<file path="config.mk">
export PLATFORM = sky130hd
export DESIGN_NAME = floor_request_scheduler_flat
export DESIGN_NICKNAME = d
export VERILOG_FILES = /design/src/rtl/floor_request_scheduler_pkg.sv /design/src/rtl/floor_request_scheduler_if.sv /design/src/rtl/floor_request_scheduler_scan_picker.sv /design/src/rtl/floor_request_scheduler.sv /design/src/flat_wrapper.sv
export SDC_FILE = /design/constraint.sdc
export NUM_CORES = 1
export LEC_CHECK = 0
export CORE_MARGIN = 2
export CORE_UTILIZATION = 46
export CTS_CLUSTER_SIZE = 14
export DETAILED_ROUTE_END_ITERATION = 12
export PLACE_DENSITY = 0.81
export SLEW_MARGIN = 10
export SYNTH_ARGS = -nofsm -noshare
export SYNTH_HDL_FRONTEND = slang
export SYNTH_SLANG_ARGS = --single-unit
</file>
<file path="constraint.sdc">
create_clock -name clk -period 2.38 [get_ports clk]
set_clock_uncertainty 0.05 [all_clocks]
set_input_delay 0.476 -clock clk [delete_from_list [all_inputs] [get_ports clk]]
set_output_delay 0.476 -clock clk [all_outputs]
set_load 0.03 [all_outputs]
</file>
<file path="src/rtl/floor_request_scheduler_pkg.sv">
// Shared elevator definitions: default geometry and the scheduler/controller state encoding.
package elevator_pkg;

  localparam int DEFAULT_NUM_FLOORS = 16;
  localparam int DEFAULT_FLOOR_W    = 5;

  typedef enum logic [1:0] {
    IDLE   = 2'd0,
    SELECT = 2'd1,
    ISSUE  = 2'd2,
    TRAVEL = 2'd3
  } state_e;

endpackage

</file>
<file path="src/rtl/floor_request_scheduler_if.sv">
// Call inputs, car feedback and the target valid/ready handshake between the scheduler and the controller side.
interface floor_request_scheduler_if #(
  parameter int NUM_FLOORS = elevator_pkg::DEFAULT_NUM_FLOORS,
  parameter int FLOOR_W    = elevator_pkg::DEFAULT_FLOOR_W
);

  logic [NUM_FLOORS-1:0] call_req;
  logic [FLOOR_W-1:0]    current_floor;
  logic                  arrived;
  logic                  target_ready;
  logic [FLOOR_W-1:0]    target_floor;
  logic                  target_valid;
  logic                  dir_up;
  logic [NUM_FLOORS-1:0] pending;
  logic                  busy;

  // Controller / call-panel side.
  modport master (
    output call_req, current_floor, arrived, target_ready,
    input  target_floor, target_valid, dir_up, pending, busy
  );

  // Scheduler side.
  modport slave (
    input  call_req, current_floor, arrived, target_ready,
    output target_floor, target_valid, dir_up, pending, busy
  );

endinterface

</file>
<file path="src/rtl/floor_request_scheduler_scan_picker.sv">
// Combinational SCAN pick: nearest pending floor ahead of the car, else reverse to the nearest one behind.
module scan_picker #(
  parameter int NUM_FLOORS = 16,
  parameter int FLOOR_W    = 5
) (
  input  logic [NUM_FLOORS-1:0] pending,
  input  logic [FLOOR_W-1:0]    current_floor,
  input  logic                  dir_up,
  output logic [FLOOR_W-1:0]    pick_floor,
  output logic                  pick_dir_up,
  output logic                  pick_found
);

  logic [NUM_FLOORS-1:0] above_bits;
  logic [NUM_FLOORS-1:0] below_bits;
  logic [FLOOR_W-1:0]    lowest_above;
  logic [FLOOR_W-1:0]    highest_below;

  // The floor the car stands on counts as "ahead" in either direction, so it never flips dir_up.
  always_comb begin
    int f;
    f          = int'(current_floor);
    above_bits = '0;
    below_bits = '0;
    for (int i = 0; i < NUM_FLOORS; i++) begin
      above_bits[i] = pending[i] & (dir_up ? (i >= f) : (i > f));
      below_bits[i] = pending[i] & (dir_up ? (i < f) : (i <= f));
    end
  end

  always_comb begin
    lowest_above = '0;
    for (int i = NUM_FLOORS - 1; i >= 0; i--) begin
      if (above_bits[i]) lowest_above = FLOOR_W'(i);
    end
  end

  always_comb begin
    highest_below = '0;
    for (int i = 0; i < NUM_FLOORS; i++) begin
      if (below_bits[i]) highest_below = FLOOR_W'(i);
    end
  end

  always_comb begin
    pick_found = |(above_bits | below_bits);
    if (dir_up) begin
      pick_dir_up = |above_bits;
      pick_floor  = (|above_bits) ? lowest_above : highest_below;
    end else begin
      pick_dir_up = ~(|below_bits);
      pick_floor  = (|below_bits) ? highest_below : lowest_above;
    end
  end

endmodule

</file>
<file path="src/rtl/floor_request_scheduler.sv">
// Pending-call bitmap plus IDLE/SELECT/ISSUE/TRAVEL FSM handing one SCAN-ordered target at a time to the controller.
module floor_request_scheduler
  import elevator_pkg::*;
#(
  parameter int NUM_FLOORS = DEFAULT_NUM_FLOORS,
  parameter int FLOOR_W    = DEFAULT_FLOOR_W
) (
  input logic                     clk,
  input logic                     reset,
  floor_request_scheduler_if.slave bus
);

  state_e                state_q, state_d;
  logic [NUM_FLOORS-1:0] pending_q, pending_d;
  logic [FLOOR_W-1:0]    target_q, target_d;
  logic                  dir_up_q, dir_up_d;

  logic [FLOOR_W-1:0]    pick_floor;
  logic                  pick_dir_up;
  logic                  pick_found;
  logic                  floor_ok;
  logic                  commit_pick;

  scan_picker #(
    .NUM_FLOORS (NUM_FLOORS),
    .FLOOR_W    (FLOOR_W)
  ) u_picker (
    .pending       (pending_q),
    .current_floor (bus.current_floor),
    .dir_up        (dir_up_q),
    .pick_floor    (pick_floor),
    .pick_dir_up   (pick_dir_up),
    .pick_found    (pick_found)
  );

  // An out-of-range car position parks the FSM in SELECT until the controller reports a real floor.
  assign floor_ok    = int'(bus.current_floor) < NUM_FLOORS;
  assign commit_pick = (state_q == SELECT) && floor_ok && pick_found;

  // New calls accumulate every cycle; on arrival the target bit is cleared last so the open door absorbs a same-floor call.
  always_comb begin
    pending_d = pending_q | bus.call_req;
    if ((state_q == TRAVEL) && bus.arrived) begin
      for (int i = 0; i < NUM_FLOORS; i++) begin
        if (int'(target_q) == i) pending_d[i] = 1'b0;
      end
    end
  end

  always_comb begin
    target_d = target_q;
    dir_up_d = dir_up_q;
    if (commit_pick) begin
      target_d = pick_floor;
      dir_up_d = pick_dir_up;
    end
  end

  // NOTE: the pending bitmap is plain flops rather than a memory, so it is fully reset and a reset drops every call.
  always_ff @(posedge clk or posedge reset) begin
    if (reset) begin
      pending_q <= '0;
      target_q  <= '0;
      dir_up_q  <= 1'b1;
    end else begin
      pending_q <= pending_d;
      target_q  <= target_d;
      dir_up_q  <= dir_up_d;
    end
  end

  // NOTE: state uses non-blocking assignment so every flop samples pre-edge values regardless of process order.
  always_ff @(posedge clk or posedge reset) begin
    if (reset) state_q <= IDLE;
    else       state_q <= state_d;
  end

  // NOTE: state_d defaults to state_q before the case so no path leaves it unassigned and infers a latch.
  always_comb begin
    state_d = state_q;
    unique case (state_q)
      IDLE:   if (|pending_q) state_d = SELECT;
      SELECT: if (commit_pick) state_d = ISSUE;
      ISSUE:  if (bus.target_ready) state_d = TRAVEL;
      TRAVEL: if (bus.arrived) state_d = (|pending_d) ? SELECT : IDLE;
      default: state_d = IDLE;
    endcase
  end

  always_comb begin
    bus.target_valid = (state_q == ISSUE);
    bus.busy         = (state_q != IDLE);
    bus.target_floor = target_q;
    bus.dir_up       = dir_up_q;
    bus.pending      = pending_q;
  end

endmodule

</file>
<file path="src/flat_wrapper.sv">
// flat-port wrapper written by rule: the top's interface ports become plain ports
module floor_request_scheduler_flat import elevator_pkg::*;
#(
  parameter int NUM_FLOORS = DEFAULT_NUM_FLOORS,
  parameter int FLOOR_W    = DEFAULT_FLOOR_W
)
  (clk, reset, bus_call_req, bus_current_floor, bus_arrived, bus_target_ready, bus_target_floor, bus_target_valid, bus_dir_up, bus_pending, bus_busy);
  floor_request_scheduler_if #(.NUM_FLOORS(NUM_FLOORS), .FLOOR_W(FLOOR_W)) bus_i ();
  input logic clk;
  input logic reset;
  input wire logic [$bits(bus_i.call_req)-1:0] bus_call_req;
  input wire logic [$bits(bus_i.current_floor)-1:0] bus_current_floor;
  input wire logic [$bits(bus_i.arrived)-1:0] bus_arrived;
  input wire logic [$bits(bus_i.target_ready)-1:0] bus_target_ready;
  output wire logic [$bits(bus_i.target_floor)-1:0] bus_target_floor;
  output wire logic [$bits(bus_i.target_valid)-1:0] bus_target_valid;
  output wire logic [$bits(bus_i.dir_up)-1:0] bus_dir_up;
  output wire logic [$bits(bus_i.pending)-1:0] bus_pending;
  output wire logic [$bits(bus_i.busy)-1:0] bus_busy;
  assign bus_i.call_req = bus_call_req;
  assign bus_i.current_floor = bus_current_floor;
  assign bus_i.arrived = bus_arrived;
  assign bus_i.target_ready = bus_target_ready;
  assign bus_target_floor = bus_i.target_floor;
  assign bus_target_valid = bus_i.target_valid;
  assign bus_dir_up = bus_i.dir_up;
  assign bus_pending = bus_i.pending;
  assign bus_busy = bus_i.busy;
  floor_request_scheduler #(.NUM_FLOORS(NUM_FLOORS), .FLOOR_W(FLOOR_W)) u_core (.clk(clk), .reset(reset), .bus(bus_i));
endmodule
</file>
==> results of run 1 <==
[sequential cells by signal, indices dropped and copies added (netlist names)]
name and cells:
u_core.bus.pending 16, u_core.bus.target_floor 4, u_core.state_q 2, u_core.bus.dir_up 1
[worst max-delay path, cell delays in order (launching register included)]
cell	delay, ps
dfstp_2	590
inv_2	50
buf_4	150
maj3_2	340
o311ai_2	310
buf_4	200
nand3_4	90
o21ai_4	240
a221oi_2	110
o31ai_1	260
[per-stage QoR]
stage / area, µm² / total power, µW / setup TNS [ps] / utilization [%] / hold slack [ps]
after floorplan: 2223 / 1141 / -509.2 / - / 427.1
after global placement: 3259 / 1548 / -3146 / 69.47 / 480.0
after detailed placement: 3259 / 1567 / -3623 / 69.47 / 498.2
after CTS: 3437 / 1833 / -69.91 / 73.25 / 508.4
after global routing: 3572 / 1989 / -633.8 / 76.13 / 540.6
final: 3572 / 1885 / -326.9 / 76.13 / 492.6
[metal layers]
layer / wire, µm / global-route usage, % / vias up / share of wire (%)
met4: 431 / 13.13 / 0 / 4.9
met3: 700 / 2.195 / 38 / 7.9
met2: 4192 / 55.16 / 213 / 48
li1: - / - / 1371 / -
met1: 3489 / 42.14 / 1408 / 40
met5: 0 / 0 / - / 0
[what timing repair did]
action | CTS | global route
setup buffers | 8 | 5
setup endpoints to repair | 5 | 6
pin swaps | 11 | 15
resized for setup | 36 | 23
[cells in the mapped netlist, drive strengths merged, types with 5 or more instances]
cell type,n
a21oi,26
a31oi,10
buf,8
clkbuf,11
dfrtp,22
inv,16
maj3,7
nand2,22
nand2b,5
nand3,8
nor2,33
nor2b,10
nor4,6
o21ai,29
o22a,11
o31ai,6
or2,5
[layout make-up]
type | instances | area, µm²
Clock buffer | 4 | 45.04
Timing Repair Buffer | 139 | 1184
Sequential cell | 23 | 578.1
Multi-Input combinational cell | 240 | 1638
Inverter | 16 | 60.06
Fill cell | 357 | 1120
Tap cell | 54 | 67.56
[kinds of logic (layout without fill, tap and decap cells)]
logic type                 count (synthesis)  count (layout)  synth area share [%]
adders and majority gates                 11              11                 5.427
other                                      1               1                0.1694
DFF                                       23              23                 26.06
buffers and inverters                     35             159                 6.784
and+or+nand+nor                          106             106                 23.74
muxes                                      1               1                0.5087
AOI/OAI and AO/OA                        121             121                 37.31
[final timing paths]
path                              startpoint                          to  slack [ps]
min reg2reg                u_core.state_q[0]           u_core.state_q[0]         530
max                        u_core.bus.dir_up  u_core.bus.target_floor[0]        -120
min in group clk           u_core.state_q[0]           u_core.state_q[0]         530
max in group asynchronous              reset           u_core.bus.dir_up        1510
max reg2reg                u_core.bus.dir_up  u_core.bus.target_floor[0]        -120
min                                    reset       u_core.bus.pending[0]         490
[power by group]
group | total (µW) | internal (µW) | switching, µW
logic | 1040 | 475 | 569
clock network | 241 | 120 | 122
registers | 600 | 464 | 137
==> impl_metrics.csv, run 1 <==
group,metric,value,unit
timing,hold_violations,0,
timing,post-route-worst-setup-slack,-120.2,ps
critical_path,worst_setup_path_end_kind,"flop",
cts,clock-sinks,23,
cts,clockBufferDepth,2,
detailed_routing,antenna_left,0,
timing,setup_viol_count_final,4,
placement,dp_hpwl,6533,µm
synthesis,syn_area,2213,µm²
critical_path,startpoint_type,"flop",
detailed_routing,wire_per_inst,18.52,µm
cts,numCtsBuffers,3,
global_route,grt_max_degree,24,
timing,worst_pin_slew,568.4,ps
timing,max_freq,0.4000,GHz
run_status,status,"complete, but fails checks",
floorplan,start_util,47.17,%
detailed_routing,wirelength,8814,µm
cts,htree_levels,1,
floorplan,rows,25,
global_route,grt.total_usage,32.22,%
synthesis,synth.largest_area_cell,"dfrtp_1",
critical_path,cp.arrival,2610,ps
synthesis,synth_edf_count,0,
placement,pre_cts_ws,-792.1,ps
critical_path,required,2490,ps
flow_run,drv_cap,0,
cts,cts-hold-fix-buffers,0,
synthesis,synth.avg_cell_area,7.427,µm²
synthesis,synth_top_area_share,24.87,%
pwr,p_per_area,527.7,nW/µm²
global_route,grt_pass1_wl,13360,µm
timing,drv_slew,0,
cts,clkSlewWorstSetupHoldPaths,80,ps
floorplan,die_area,5382,µm²
synthesis,synthCells,298,
floorplan,core_area,4692,µm²
global_route,grt_overflow_total,0,
cells_and_area,drive_gt1_share,33.18,%
cts,cts_tree,"built",
detailed_routing,drc,0,
critical_path,reg2reg_depth,9,
floorplan,die_y,73.37,µm
pwr,vdd_drop_max,0.8175,mV
synthesis,syn_nets,327,
synthesis,synth-seq-cells,23,
detailed_routing,drtIter0Drc,318,
cells_and_area,final_common_cell,"buf_4",
detailed_routing,via_count,3030,
synthesis,synth-seq-area-share,26.06,%
detailed_routing,vias_per_cell,6.366,
cells_and_area,final_cell_mix,"84 x buf_4, 42 x clkdlybuf4s50_1, 33 x nor2_1, 23 x a21oi_1, 22 x nand2_1",
synthesis,synth_async_sr_flop_share,100.0,%
timing,fin_crit_sh,105.1,%
critical_path,cp_max_fo,6,
global_route,antenna_found_initial,0,
synthesis,synth_cell_types,60,
timing,fin_crit,2500,ps
cells_and_area,syn2layout_area_growth,61.39,%
cts,cts-root-buf,"clkbuf_8",
timing,rsz0062_at_grt,"true",
global_route,grt_pass1_vias,2769,
floorplan,die_w,73.37,µm
floorplan,pin_count,49,
synthesis,yosysWarnings,0,
pwr,power.static_leakage,0.001471,µW
placement,gp_congestion,0.9735,
run_status,violations,"setup timing",
cells_and_area,final_cells,476,
cts,insertion_delay,260,ps
detailed_routing,drt-pass1-iter-count,5,
synthesis,synth_flop_cell,"dfrtp_1",
placement,placed_cells,459,
cells_and_area,diodes,0,
cells_and_area,final_nets,452,
placement,io_buffers,47,
hold_path,min_path_type,"input port to async pin",
timing,slew_headroom,61.93,%
critical_path,critPathKind,"flop to flop",
synthesis,yosys-top-cells-area,"dfrtp_1 25%, a21oi_1 5.7%, nor2_1 5.6%, o21ai_0 5.0%, o22a_1 4.4%",
(Power assumes the default switching activity.)
==> inputs of run 2 (changes only) <==
ABC_AREA = 1   (was not set)
CORE_UTILIZATION = 45   (was 46)
==> run 2 against run 1 <==
  * Largest power group unchanged
  * The flow now finishes without violations
  * Sequential power decreased by 3%
  * Largest cell class unchanged
  * Non-clock buffer count is 54 lower
  * Global-route usage shrank 6.1 points
  * Final cell count fell by 3.8%
  * Highest routed layer unchanged
==> impl_metrics.csv, run 2 <==
group,metric,value,unit
cts,clkSlewWorstSetupHoldPaths,80,ps
global_route,grt_pass1_vias,2374,
detailed_routing,wire_per_inst,13.67,µm
detailed_routing,antenna_left,0,
cts,cts_tree,"built",
critical_path,cp_max_fo,3,
cts,insertion_delay,270,ps
timing,whs,495.9,ps
cells_and_area,syn2layout_area_growth,46.56,%
synthesis,yosys-top-cells-area,"dfrtp_1 28%, nand2_1 18%, nor2_1 7.7%, inv_1 7.5%, nand3_1 5.0%",
synthesis,synth-seq-area-share,28.81,%
detailed_routing,drc,0,
synthesis,synth-seq-cells,23,
synthesis,yosysMostFrequentCell,"nand2_1",
cts,cts-root-buf,"clkbuf_8",
floorplan,die_y,70.70,µm
floorplan,rows,24,
timing,max_freq,0.4379,GHz
floorplan,die_w,70.70,µm
detailed_routing,drtIter0Drc,170,
global_route,antenna_found_initial,0,
detailed_routing,drt-pass1-iter-count,4,
synthesis,synth_edf_count,0,
placement,io_buffers,47,
critical_path,slowest_delay,480,ps
critical_path,crit_chain,"clkdlybuf4s50_1 -> nand2_1 -> inv_1 -> buf_4 -> nand2_1 -> o22ai_1 -> inv_1 -> nor4_1 -> nand4_1 -> a21boi_0 -> o21ai_0",
pwr,p_int,1074,µW
cells_and_area,largest_reg_flops,16,
synthesis,synthCells,318,
detailed_routing,wirelength,6260,µm
global_route,grt_max_degree,24,
cells_and_area,final_cells,458,
floorplan,start_util,46.30,%
timing,worst_pin_slew,498.7,ps
synthesis,synth_flop_cell,"dfrtp_1",
critical_path,startpoint_type,"input port",
cells_and_area,final_cell_mix,"92 x nand2_1, 41 x clkdlybuf4s50_1, 40 x inv_1, 38 x nor2_1, 36 x buf_4",
cells_and_area,diodes,0,
detailed_routing,via_count,2405,
pwr,power.switching,931.4,µW
critical_path,crit_slowest_cell,"clkdlybuf4s50_1",
synthesis,syn_nets,347,
timing,fin_crit_sh,95.94,%
global_route,grt.total_usage,26.13,%
hold_path,min_path_type,"input port to async pin",
cts,numCtsBuffers,3,
pwr,power.static_leakage,0.001442,µW
pwr,p_comb_share,59.1,%
global_route,grt_pass1_wl,10450,µm
critical_path,required,2470,ps
floorplan,pin_count,49,
cells_and_area,final_common_cell,"nand2_1",
critical_path,critPathKind,"input port to flop",
global_route,grt_overflow_total,0,
timing,setup_viol_count_final,0,
pwr,p_seq_share,29.1,%
synthesis,synth.largest_area_cell,"dfrtp_1",
pwr,vdd_drop_max,0.6249,mV
placement,dp_hpwl,5155,µm
floorplan,core_area,4324,µm²
timing,tns,0,ps
timing,post-route-worst-setup-slack,96.61,ps
placement,pre_cts_ws,-381.6,ps
critical_path,cp.arrival,2380,ps
synthesis,synth_top_area_share,27.50,%
pwr,swShare,46.44,%
cts,clock-sinks,23,
critical_path,worst_setup_path_end_kind,"flop",
synthesis,synth_async_sr_flop_share,100.0,%
flow_run,drv_cap,0,
timing,fin_crit,2283,ps
critical_path,reg2reg_depth,11,
placement,placed_cells,451,
pwr,p_per_area,683.6,nW/µm²
synthesis,netlist_top_cells_count,"95 x nand2_1, 41 x nor2_1, 40 x inv_1",
placement,gp_congestion,0.9508,
run_status,status,"finished, final reports clean",
synthesis,synth_cell_types,36,
synthesis,syn_area,2002,µm²
cells_and_area,final_nets,436,
cts,htree_levels,1,
timing,hold_violations,0,
timing,drv_slew,0,
cts,clockBufferDepth,2,
pwr,total_power,2006,µW
synthesis,yosysWarnings,0,
detailed_routing,vias_per_cell,5.251,
pwr,clkPwrFrac,11.8,%
floorplan,die_area,4998,µm²
cells_and_area,drive_gt1_share,23.65,%
cells_and_area,fillerInstances,394,
timing,slew_headroom,66.29,%
synthesis,synth.avg_cell_area,6.295,µm²
## run 2: cell types whose count changed in the layout (fill, tap and decap cells not counted), sizes merged, moves of 10 or more
cell	change
o21ai	-14
nand2	+80
inv	+40
nor2	+16
nor2b	-10
buf	-59
nand3	+12
o22a	-11
a21oi	-14
## run 2: area by class of cell
cell class	instances	area (µm²)	area share, %
Clock buffer	4	45.04	1.535
Timing Repair Buffer	85	773.2	26.35
Tap cell	52	65.06	2.217
Multi-Input combinational cell	238	1261	42.99
Inverter	56	212.7	7.249
Sequential cell	23	576.8	19.66
## run 2: worst paths after layout
check | to | from | slack [ps]
worst min-delay path | u_core.state_q[1] | reset | 500
worst min register to register | u_core.bus.target_floor[0] | u_core.bus.target_floor[0] | 580
worst max register to register | u_core.state_q[0] | u_core.state_q[0] | 150
worst max-delay path | u_core.state_q[0] | bus_arrived | 100
max in group asynchronous | u_core.bus.dir_up | reset | 1510
min in group clk | u_core.bus.target_floor[0] | u_core.bus.target_floor[0] | 580
## run 2: power by group through the flow
stage | Clock, µW | Combinational [µW] | Sequential [µW]
floorplan | 0 | 564 | 673
global placement | 0 | 1090 | 585
detailed placement | 0 | 1110 | 587
CTS | 242 | 1120 | 583
global route | 251 | 1300 | 597
finish | 238 | 1180 | 583
## run 2: what timing repair did
| item | in CTS | in global routing |
|---|---|---|
| cloned | 0 | 0 |
| endpoints found under the hold margin | 0 | 0 |
| pin swaps | 1 | 2 |
| hold buffers | 0 | 0 |
| setup endpoints to repair | 5 | 7 |
| gates resized for setup | 4 | 22 |
| setup buffers | 1 | 2 |
## run 2: routing by layer
layer / routed length (µm) / vias up / global-route usage (%)
li1: - / 1204 / -
met1: 2709 / 1089 / 33.72
met2: 2964 / 90 / 43.93
met3: 343 / 22 / 2.564
met4: 243 / 0 / 12.58
met5: 0 / - / 0
## run 2: stage by stage
step	cell area, µm²	util, %
2_1_floorplan	2002	-
3_3_place_gp	2805	64.87
3_5_place_dp	2805	64.87
4_1_cts	2856	66.06
5_1_grt	2934	67.85
6_report	2934	67.85
## run 2: kinds of logic (layout without fill, tap and decap cells)
| kind of cell | Yosys count | in the layout | share of synthesized area [%] |
|---|---|---|---|
| AOI/OAI and AO/OA | 49 | 49 | 16.56 |
| buffers and inverters | 57 | 145 | 10.88 |
| DFF | 23 | 23 | 28.81 |
| other | 1 | 1 | 0.1873 |
| adders and majority gates | 4 | 4 | 2.500 |
| and+or+nand+nor | 184 | 184 | 41.06 |
## run 2: worst max-delay path: cells and delay by family
kind | cells | cell delay (ps)
AND/OR/NAND/NOR | 4 | 660
AO/OA/AOI/OAI | 3 | 440
buffers and inverters | 4 | 800
==> inputs of run 3 (changes only) <==
CAP_MARGIN = 25   (was not set)
==> results of run 3 <==
Same layout as run 2: the final DEF is identical, and so are final timing and power.
